==> src/rtl/seq_divider_pkg.sv <==
// Shared types and helpers for the sequential divider and the MAC-side datapath.
// Helpers operate on a fixed 32-bit container; callers sign-extend in and slice out.
package seq_divider_pkg;

  typedef enum logic [1:0] {
    StIdle = 2'd0,
    StRun  = 2'd1,
    StDone = 2'd2
  } div_state_e;

  localparam int unsigned HelperWidth = 32;

  function automatic int unsigned clog2(input int unsigned value);
    int unsigned result;
    result = 0;
    for (int unsigned i = 0; i < 31; i++) begin
      if ((32'd1 << i) < value) result = i + 1;
    end
    return result;
  endfunction

  function automatic logic [HelperWidth-1:0] neg(input logic [HelperWidth-1:0] value);
    return ~value + HelperWidth'(1);
  endfunction

  // Most negative n-bit value maps to 2^(n-1), which fits the unsigned n-bit slice.
  function automatic logic [HelperWidth-1:0] mag(input logic signed [HelperWidth-1:0] value);
    return value[HelperWidth-1] ? neg(value) : value;
  endfunction

endpackage

==> src/rtl/seq_divider_div_step.sv <==
// One restoring-division step: shift in a dividend bit, subtract the divisor if it fits.
module seq_divider_div_step #(
  parameter int unsigned BBIT = 8
) (
  input  logic [BBIT:0]   partial,
  input  logic            in_bit,
  input  logic [BBIT-1:0] divisor_mag,
  output logic [BBIT:0]   partial_next,
  output logic            quo_bit
);

  logic [BBIT+1:0] shifted;
  logic [BBIT+1:0] dsr_ext;

  always_comb begin
    shifted      = {partial, in_bit};
    dsr_ext      = {2'b00, divisor_mag};
    quo_bit      = (shifted >= dsr_ext);
    // The result is always below |divisor|, so the top bit is zero and can be dropped.
    partial_next = (BBIT + 1)'(quo_bit ? (shifted - dsr_ext) : shifted);
  end

endmodule

==> src/rtl/seq_divider.sv <==
// Multi-cycle signed divider: restoring division on magnitudes, then sign correction.
// Matches truncate-toward-zero semantics; one quotient bit per cycle.
module seq_divider
  import seq_divider_pkg::*;
#(
  parameter int unsigned NBIT = 16,
  parameter int unsigned BBIT = 8
) (
  input  logic                   i_clk,
  input  logic                   i_rst,
  input  logic                   i_start,
  input  logic signed [NBIT-1:0] i_dividend,
  input  logic signed [BBIT-1:0] i_divisor,
  output logic                   o_busy,
  output logic                   o_valid,
  output logic signed [NBIT-1:0] o_quotient,
  output logic signed [BBIT-1:0] o_remainder,
  output logic                   o_divZero,
  output logic                   o_overflow
);

  localparam int unsigned     CntW     = clog2(NBIT) + 1;
  localparam logic [CntW-1:0] LastIter = CntW'(NBIT - 1);
  localparam logic [NBIT-1:0] MinDvd   = {1'b1, {(NBIT - 1){1'b0}}};

  div_state_e      state_q;
  logic [CntW-1:0] cnt_q;
  logic [NBIT-1:0] dvd_q;  // dividend magnitude, consumed MSB first
  logic [NBIT-1:0] quo_q;
  logic [BBIT-1:0] dsr_q;
  logic [BBIT:0]   part_q;
  logic            neg_dvd_q;
  logic            neg_dsr_q;
  logic            div_zero_q;
  logic            ovf_q;
  logic            done_q;

  logic [BBIT:0]   part_next;
  logic            quo_bit;
  logic            accept;
  logic [NBIT-1:0] quo_final;
  logic [BBIT-1:0] rem_final;

  seq_divider_div_step #(
    .BBIT(BBIT)
  ) u_div_step (
    .partial     (part_q),
    .in_bit      (dvd_q[NBIT-1]),
    .divisor_mag (dsr_q),
    .partial_next(part_next),
    .quo_bit     (quo_bit)
  );

  // o_busy lags the state by a cycle, so the DONE->IDLE cycle must still refuse starts.
  assign accept = i_start && (state_q == StIdle) && !o_busy;

  always_comb begin
    quo_final = quo_q;
    rem_final = BBIT'(part_q);
    if (neg_dvd_q ^ neg_dsr_q) quo_final = NBIT'(neg(HelperWidth'(quo_q)));
    if (neg_dvd_q) rem_final = BBIT'(neg(HelperWidth'(rem_final)));
    if (div_zero_q) begin
      quo_final = '1;
      rem_final = '0;
    end
  end

  always_ff @(posedge i_clk) begin
    if (i_rst) begin
      state_q     <= StIdle;
      cnt_q       <= '0;
      dvd_q       <= '0;
      quo_q       <= '0;
      dsr_q       <= '0;
      part_q      <= '0;
      neg_dvd_q   <= 1'b0;
      neg_dsr_q   <= 1'b0;
      div_zero_q  <= 1'b0;
      ovf_q       <= 1'b0;
      done_q      <= 1'b0;
      o_busy      <= 1'b0;
      o_valid     <= 1'b0;
      o_quotient  <= '0;
      o_remainder <= '0;
      o_divZero   <= 1'b0;
      o_overflow  <= 1'b0;
    end else begin
      o_busy  <= (state_q != StIdle);
      o_valid <= 1'b0;
      done_q  <= 1'b0;

      unique case (state_q)
        StIdle: begin
          if (accept) begin
            dvd_q      <= NBIT'(mag(HelperWidth'(i_dividend)));
            dsr_q      <= BBIT'(mag(HelperWidth'(i_divisor)));
            neg_dvd_q  <= i_dividend[NBIT-1];
            neg_dsr_q  <= i_divisor[BBIT-1];
            div_zero_q <= (i_divisor == '0);
            ovf_q      <= (i_dividend == MinDvd) && (i_divisor == '1);
            part_q     <= '0;
            quo_q      <= '0;
            cnt_q      <= '0;
            state_q    <= StRun;
          end
        end
        StRun: begin
          part_q <= part_next;
          dvd_q  <= {dvd_q[NBIT-2:0], 1'b0};
          quo_q  <= {quo_q[NBIT-2:0], quo_bit};
          cnt_q  <= cnt_q + 1'b1;
          if (cnt_q == LastIter) state_q <= StDone;
        end
        StDone: begin
          done_q  <= 1'b1;
          state_q <= StIdle;
        end
        default: state_q <= StIdle;
      endcase

      // Results publish one cycle after DONE so they line up with o_busy falling.
      if (done_q) begin
        o_quotient  <= quo_final;
        o_remainder <= rem_final;
        o_divZero   <= div_zero_q;
        o_overflow  <= ovf_q;
        o_valid     <= 1'b1;
      end
    end
  end

endmodule

==> config.mk <==
export PLATFORM = sky130hd
export DESIGN_NAME = seq_divider
export DESIGN_NICKNAME = d
export VERILOG_FILES = /design/src/rtl/seq_divider_pkg.sv /design/src/rtl/seq_divider_div_step.sv /design/src/rtl/seq_divider.sv
export SDC_FILE = /design/constraint.sdc
export NUM_CORES = 1
export LEC_CHECK = 0
export CAP_MARGIN = 0
export CORE_ASPECT_RATIO = 0.7
export CORE_MARGIN = 1.5
export CORE_UTILIZATION = 32
export DETAILED_ROUTE_END_ITERATION = 10
export GPL_TIMING_DRIVEN = 0
export PLACE_DENSITY = 0.53
export SKIP_CTS_REPAIR_TIMING = 1
export SLEW_MARGIN = 20
export SYNTH_ARGS = -nofsm -noshare
export SYNTH_HDL_FRONTEND = slang
export SYNTH_SLANG_ARGS = --single-unit
export TNS_END_PERCENT = 10
==> constraint.sdc <==
create_clock -name i_clk -period 4.8 [get_ports i_clk]
set_clock_uncertainty 0.15 [all_clocks]
set_input_delay 0.96 -clock i_clk [delete_from_list [all_inputs] [get_ports i_clk]]
set_output_delay 0.96 -clock i_clk [all_outputs]
set_load 0.02 [all_outputs]
## After elaboration in Yosys (flattened, before gate mapping)

Cells that the tools add are included.

- Flip-flop bits (word level): 89
- Output and inout bits: 28
- Input port bits: 27

- Equal/unequal tests: 7
- Reductions and logical operators: 11
- Mux-type cells: 20
- Order comparisons: 1
- $add $sub $neg: 6
- Bitwise operators: 5

Operator list:

| cell | number |
|---|---|
| $mux 16 | 5 |
| $pmux 16 s2 | 2 |
| $add 16x1->16 const B | 2 |
| $not 16->16 | 2 |
| $mux 8 | 3 |
| $mux 9 | 2 |
| $pmux 9 s2 | 1 |
| $add 8x1->8 const B | 2 |
| $eq 16x16->1 const B | 1 |
| $not 8->8 | 2 |
| $ge 10x8->1 | 1 |
| $pmux 5 s2 | 1 |
| $sub 9x8->9 | 1 |
| $eq 8x8->1 const B | 1 |
| $logic_not 8->1 | 1 |
| $reduce_and 2->1 | 3 |
| $add 5x1->5 const B | 1 |
| $eq 5x4->1 const B | 1 |
| $mux 5 | 1 |
| $mux 2 | 2 |
| $ne 2x2->1 const B | 2 |
| $pmux 2 s2 | 1 |
| $reduce_bool 2->1 | 2 |
| $logic_and 1x1->1 | 3 |
| 6 further kinds | 7 |

## Longest topological paths before layout

Gate-level depths: netlist (run 1).

- Word-level depth: 5
- Depth in mapped cells: 10
- Gate-level depth less buffers: 9

## Modules after synthesis

Synthesis (run 1) repeated with hierarchy kept, for this count alone.

- Cells, all modules: 518
- Area total of the unflattened synthesis: 4520.6 µm²

Modules (own cells, without submodules):

| module | area an instance (µm²) | instances | cells an instance |
|---|---|---|---|
| seq_divider | 3997.6 | 1 | 443 |
| seq_divider_div_step | 523.0 | 1 | 75 |

## Worst setup path after synthesis (run 1)

Ideal clock, no wire load.

- Path type: input to register
- From: input port i_dividend[5]
- To: register dvd_q[14]
- Slack: 2.083 ns
- Required time: 4.519 ns
- Arrival: 2.436 ns
- Buffers on the path: 1
- Cell stages on the path: 6
- Setup time: 0.131 ns
- Path through: or4_4 buf_6 or2_4 o41ai_2 xor2_1 o22ai_1

- Word-level cells in the longest chain between the ends: 5

Ends and longest elaborated chain:

| element | RTL line | text |
|---|---|---|
| start, declared | seq_divider.sv:12 | `input logic signed [NBIT-1:0] i_dividend,` |
| $not 16->16 | seq_divider_pkg.sv:23 | `return ~value + HelperWidth'(1);` |
| $add 16x1->16 | seq_divider_pkg.sv:23 |  |
| $mux 16 | seq_divider_pkg.sv:28 | `return value[HelperWidth-1] ? neg(value) : value;` |
| $mux 16 | seq_divider.sv:94 | `if (accept) begin` |
| $pmux 16 s2 | seq_divider.sv:92 | `unique case (state_q)` |
| end signal, assigned | seq_divider.sv:95 | `dvd_q <= NBIT'(mag(HelperWidth'(i_dividend)));` |
| end signal, assigned | seq_divider.sv:109 | `dvd_q <= {dvd_q[NBIT-2:0], 1'b0};` |
| end, declared | seq_divider.sv:28 | `logic [NBIT-1:0] dvd_q;` |

No other way between the ends. The select of a mux whose other input is x is not followed.
A chain may end at the register's enable or synchronous reset.

## Worst setup path after layout (run 1)

- From: input port i_start
- To: register part_q[8]

- Word-level cells in the longest chain between the ends: 4

Ends and longest elaborated chain:

| element | RTL line | text |
|---|---|---|
| start, declared | seq_divider.sv:11 | `input logic i_start,` |
| $logic_and 1x1->1 (2 in series) | seq_divider.sv:55 | `assign accept = i_start && (state_q == StIdle) && !o_busy;` |
| $ne 2x2->1 (no line) | - |  |
| $reduce_and 2->1 (no line) | - |  |
| end signal, assigned | seq_divider.sv:108 | `part_q <= part_next;` |
| end, declared | seq_divider.sv:31 | `logic [BBIT:0] part_q;` |

No other way between the ends.

==> results of run 1 <==
report_power, final:
| group | leakage (nW) | switching (mW) | internal [mW] |
|---|---|---|---|
| Sequential | 0.722 | 0.0310 | 0.769 |
| Clock | 0.166 | 0.286 | 0.522 |
| Combinational | 1.12 | 0.246 | 0.165 |
| Total | 2.01 | 0.562 | 1.46 |
kinds of logic after synthesis:
kind of cell / Yosys count
adder cells (fa/ha/maj): 16
XOR/XNOR: 41
multiplexers: 9
buffers and inverters: 61
flip-flops: 89
AND/OR/NAND/NOR: 164
AO/OA/AOI/OAI: 145
through the flow:
stage               hold WS [ps]  area, µm²
finish                     320.5       5640
global route               340.3       5640
CTS                        318.9       5640
detailed placement         303.7       5295
global placement           292.2       5295
floorplan                  275.0       4547
cells in the final DEF (no fill, tap or decap), types with 3 or more instances in the layout:
master | Yosys | layout
nand4_1 | 4 | 4
a32oi_1 | 5 | 5
mux2i_1 | 9 | 9
bufinv_16 | 0 | 3
a222oi_1 | 11 | 11
nor4_1 | 5 | 5
a22o_1 | 12 | 12
a22oi_1 | 8 | 8
nor3_1 | 9 | 9
xor2_1 | 15 | 15
a41oi_1 | 6 | 6
ha_1 | 15 | 15
o41ai_2 | 3 | 3
a21oi_1 | 21 | 21
dfxtp_1 | 89 | 89
clkbuf_1 | 28 | 29
nand2_1 | 36 | 36
o21ai_0 | 23 | 23
or3_1 | 6 | 6
clkbuf_16 | 0 | 9
nand3_1 | 8 | 8
nor2_1 | 68 | 68
o22ai_1 | 12 | 12
o31a_1 | 3 | 3
a211oi_1 | 8 | 8
inv_1 | 26 | 26
clkdlybuf4s50_1 | 0 | 51
nor2b_1 | 6 | 6
a31oi_1 | 6 | 6
xnor2_1 | 26 | 26
nand2b_1 | 4 | 4
a311oi_1 | 10 | 10
o31ai_1 | 9 | 9
and3_1 | 4 | 4
how the worst max path moves through the flow:
| stage | slack, ps | depth (start not counted) | to |
|---|---|---|---|
| 4_1_cts | 1450 | 8 | part_q[8] |
| 3_3_place_gp | 1140 | 8 | part_q[8] |
| 5_1_grt | 1290 | 8 | part_q[8] |
| 2_1_floorplan | 2080 | 6 | dvd_q[14] |
| 3_5_place_dp | 1090 | 8 | part_q[8] |
| 6_report | 1470 | 8 | part_q[8] |
critical path, cell delays in order:
cell	delay (ps)
clkdlybuf4s50_1	420
nor2b_1	150
o21bai_1	570
and2_1	210
clkbuf_1	370
clkbuf_1	500
o21ai_0	160
o21ai_0	90
area by class of cell:
class,instances,area (µm²),share of cell area [%]
Multi-Input combinational cell,375,2519,44.65
Tap cell,190,237.7,4.215
Buffer,34,145.1,2.573
Clock buffer,11,242.7,4.303
Timing Repair Buffer,51,510.5,9.051
Sequential cell,89,1782,31.59
Clock inverter,5,102.6,1.819
Inverter,27,101.3,1.797
per-layer routing:
metal  part of all wire (%)  routed length, µm
met5                      0                  0
met2                     42               5305
met3                    5.5                682
met1                     50               6292
met4                    1.8                229
sequential cells by signal, indices dropped and copies added, names as in the netlist:
signal,cells
o_overflow,1
dsr_q,8
dvd_q,16
done_q,1
o_quotient,16
o_busy,1
state_q,2
cnt_q,5
neg_dsr_q,1
ovf_q,1
div_zero_q,1
neg_dvd_q,1
part_q,9
o_valid,1
o_remainder,8
quo_q,16
o_divZero,1
==> metrics, run 1 <==
mux cell area share after synthesis=a little under 2%; die area=14940 µm²; FILL cells=1428; Post-synth top cells=dfxtp_1, nor2_1, nand2_1; final worst-path cycle share=about 69%; synth top area cells=dfxtp_1, nor2_1, xnor2_1; Worst Setup Slack post-DPL=1092 ps; Post-DP HPWL=about 9400 µm; Critical Path Source=i_start; layout cell share with drive strength beyond 1=5.236%; Die Wd=~150 µm; DRT Pass-1 Iters=5; non-filler instance count after layout=roughly 780; Crit Reg-Reg Startpoint=part_q[4]; # placed instances=766; CP max FO=10; Total Power=roughly 2 mW; Max Cap Viol=0; Final Net Count=630; hold path cells=2; largest family of logic cells by synthesized area=compound AO/OA/AOI/OAI gates; YS warnings=0; CP Data Arrival Time=roughly 3400 ps; GR Overflow Total=0; IO Port Bufs=51; via count=~4.2k; Post-synth ARST share=0%; Slew headroom=between 20 and 30%; vias per cell=5.389; Clk Latency, worst-skew pair=between 300 and 400 ps; Syn Area/Cell=about 8.7 µm²; CTS Buf Count=9; H-tree depth=3; DRT iter0 DRCs=slightly below 300; post-synthesis xor/xnor area fraction=7.898%; endpoints failing setup=0; Post-Syn Area=4547 µm²; met2 usage=approximately 28%; Worst Hold Launch=cnt_q[4]; flop2flop setup slack=1860 ps; vias in the first global route=between 4k and 5k; clk buf depth=2; All-Layer GR Usage=approximately 18%; first-pass GRT wire length=approximately 21000 µm; Primary FF master, synth=dfxtp_1; RD Place Congestion=around 0.80; # IOs=55; Pleak=about 2.0 nW; reg2reg end=part_q[3]; Final Max Tran Viols=0; Worst Hold Class=flop to flop; met1 GRT Util=24.59%; DRC=0; fin worst setup slack=around 1500 ps; post-synthesis compound-gate area fraction=between 20% and 30%; Final ANT Viol Nets=0; Hold Path Sink=cnt_q[4]; row count=36; Tightest Pin Transition=around 1000 ps; CP Launch Type=input port; Hold Fails Final Rpt=0; Fmax=300.2 MHz; PwrDens=between 300 and 400 nW/µm²; RSZ-0062 raised after global routing=no; #FFs+latches synth=between 80 and 90; Post-synth EDFFs=0; status=finished clean; Post-Synth Adder-Cell Area=4.568%; Worst-path clk slew=approximately 60 ps; Post-Syn Nets=approximately 570; r2r worst-path depth=8; Syn Inst Count=525; Unique masters post-synth=53; Clock Sinks=a little under 90; initial antenna violation count=0; initial core utilization=between 30% and 40%; die extent in y=around 100 µm; Setup CP Type=input port to flop; Req. time, crit path=around 4900 ps; gr busiest metal=met2; maximum vdd ir drop=between 0.00015 and 0.0002 V; Final Util=40.66%; CP Capture Type=flop; final WL=12510 µm; grt met3 use=under 10%; Core Area=around 14000 µm²; sequential share of the synthesized area=roughly two fifths; crit path time final=3331 ps; drt wl/cell=approximately 16 µm; simple-gate share of the synthesized area=~17%; area added between synthesis and finish=24.05%; ANT cells=0; pin count of the biggest net entering global routing=15; Synth area leader=dfxtp_1; count leader, synth=dfxtp_1; Synth top area share=between 30% and 40%; final setup TNS=0 ps; Root Buffer=clkbuf_16; CTS tree=yes
Note: power is estimated with default switching activity, not from simulation.
==> run 2: changes to the inputs <==
PLACE_DENSITY = 0.55   (was 0.53)
clock period = 2.95 ns   (was 4.8 ns; I/O delays follow)
==> run 2 against run 1 <==
  * Non-clock buffer count is 2 higher
  * Largest power group is now registers
  * Combinational power is 72% higher
  * Power is 53% higher
  * Setup slack worse by 1300 ps
  * Critical endpoint unchanged
  * First-iteration DRC count is 5.8% lower
  * Via count is 1.5% lower
==> metrics, run 2 (synthesis gave the netlist of run 1 again) <==
status=finished clean; Top delay family on crit path=buffers and inverters; CP Launch Type=input port; drt wl/cell=15.71 µm (-1.8%); commonest non-fill, non-tap cell in the layout=dfxtp_1; Sequential Area=1782 µm² (unchanged); Clk Latency, worst-skew pair=340 ps (about the same); flop2flop setup slack=260 ps (-1600 ps); maximum vdd ir drop=0.0002823 V (+77%); vias in the first global route=3951 (-4.7%); final setup TNS=0 ps (unchanged); Pleak=2.000 nW (-0.39%); Root Buffer=clkbuf_16; area of the multi-input gates=2527 µm² (+0.35%); FILL cells=1432 (+0.28%); Req. time, crit path=3070 ps (-1840 ps); initial antenna violation count=0 (unchanged); final worst-path cycle share=between 90 and 100%; Final ANT Viol Nets=0 (unchanged); CTS Buf Count=9 (unchanged); clk buf depth=2 (unchanged); pin count of the biggest net entering global routing=15 (unchanged); DRT Pass-1 Iters=5 (unchanged); initial core utilization=32.77% (unchanged); PwrDens=552.2 nW/µm² (+54%); critical path cell sequence=clkdlybuf4s50_1, nor2b_1, o21bai_2, and2_1, clkbuf_1, clkbuf_1, o21ai_0, o21ai_0; CP Capture Type=flop; CP Data Arrival Time=2870 ps (-570 ps); Final Net Count=632 (+0.32%); layout cell share with drive strength beyond 1=5.892% (+0.66 points); via count=4149 (-1.5%); Final Util=40.39% (-0.27 points); Final Max Tran Viols=0 (unchanged); die area=14940 µm² (unchanged); WP buf/inv=3 (unchanged); row count=36 (unchanged); CP max FO=10 (unchanged); Tightest Pin Transition=955.5 ps (-89.25 ps); area added between synthesis and finish=23.23%; final WL=12310 µm (-1.6%); die extent in y=102.7 µm (unchanged); # placed instances=766 (unchanged); Worst-path clk slew=60 ps (about the same); All-Layer GR Usage=17.29% (-0.43 points); DRC=0 (unchanged); Fmax=363.1 MHz; RSZ-0062 raised after global routing=no; first-pass GRT wire length=20420 µm (-2.8%); endpoints failing setup=0 (unchanged); non-filler instance count after layout=784 (+0.26%); Max Cap Viol=0 (unchanged); CTS tree=yes; vias per cell=5.292 (-1.8%); Die Wd=145.5 µm (unchanged); Setup CP Type=input port to flop; DRT iter0 DRCs=278 (-5.8%); ANT cells=0 (unchanged); Slew headroom=35.72% (+6.0 points); IO Port Bufs=51 (unchanged); H-tree depth=3 (unchanged); worst hold margin=311.3 ps (-9.189 ps); Clock Sinks=89 (unchanged); CP max-delay cell=clkbuf_1; GR Overflow Total=0 (unchanged); RD Place Congestion=0.8431 (+5.4%); # IOs=55 (unchanged); crit path time final=about 2800 ps; Max stage delay on crit path=480 ps (-90 ps); Worst Hold Class=flop to flop; most frequent cells in the layout=dfxtp_1, nor2_1, clkdlybuf4s50_1; Post-DP HPWL=9168 µm (-2.7%); biggest regs=dvd_q x16, o_quotient x16, quo_q x16; Hold Fails Final Rpt=0 (unchanged); Core Area=13870 µm² (unchanged)
run 2: cell types whose count changed in the layout (fill, tap and decap cells not counted), sizes merged:
cell	change
clkinv	+3
buf	+2
bufinv	-3
clkbuf	+1
clkinvlp	-1
run 2: worst reg2reg max path: stages, from the launching register on:
cell and delay [ps]:
dfxtp_1 380, ha_1 300, clkbuf_1 310, o21ai_0 160, o21ai_0 360, nor3_2 120, buf_4 160, or4b_2 640
nand2_1 80
run 2: area by class of cell:
cell class	instances	area share, %
multi-input combinational	375	45.11
timing repair buffer	53	9.379
buffer	34	2.590
tap	190	4.243
inverter	27	1.809
clock buffer	12	4.578
clock inverter	4	0.4913
sequential	89	31.80
run 2: worst paths after layout:
check            start   endpoint  cells after the start
max            i_start  part_q[8]                      8
min           dsr_q[0]   dsr_q[0]                      2
max reg2reg  part_q[5]  part_q[5]                      8
min reg2reg   dsr_q[0]   dsr_q[0]                      2
run 2: per-stage QoR:
step | power [mW] | area (µm²) | setup slack (ps)
2_1_floorplan | 1.790 | 4547 | 603.1
3_3_place_gp | 1.973 | 5295 | -341.4
3_5_place_dp | 1.984 | 5295 | -323.6
4_1_cts | 3.075 | 5579 | 5.596
5_1_grt | 3.252 | 5603 | 55.52
6_report | 3.094 | 5603 | 196.1
run 2: routing by layer:
metal	share of wire (%)	GRT usage [%]	wire (µm)	vias up
met4	1.5	4.945	182	0
met2	43	26.81	5262	101
met1	51	24.28	6317	1984
met5	0	0	0	-
li1	-	-	-	2047
met3	4.5	3.761	552	17
run 2: where the power goes:
group | switching [mW] | internal [mW] | leakage [nW]
Clock | 0.468 | 0.617 | 0.143
Sequential | 0.0502 | 1.25 | 0.722
Combinational | 0.412 | 0.297 | 1.14
Total | 0.929 | 2.16 | 2.00
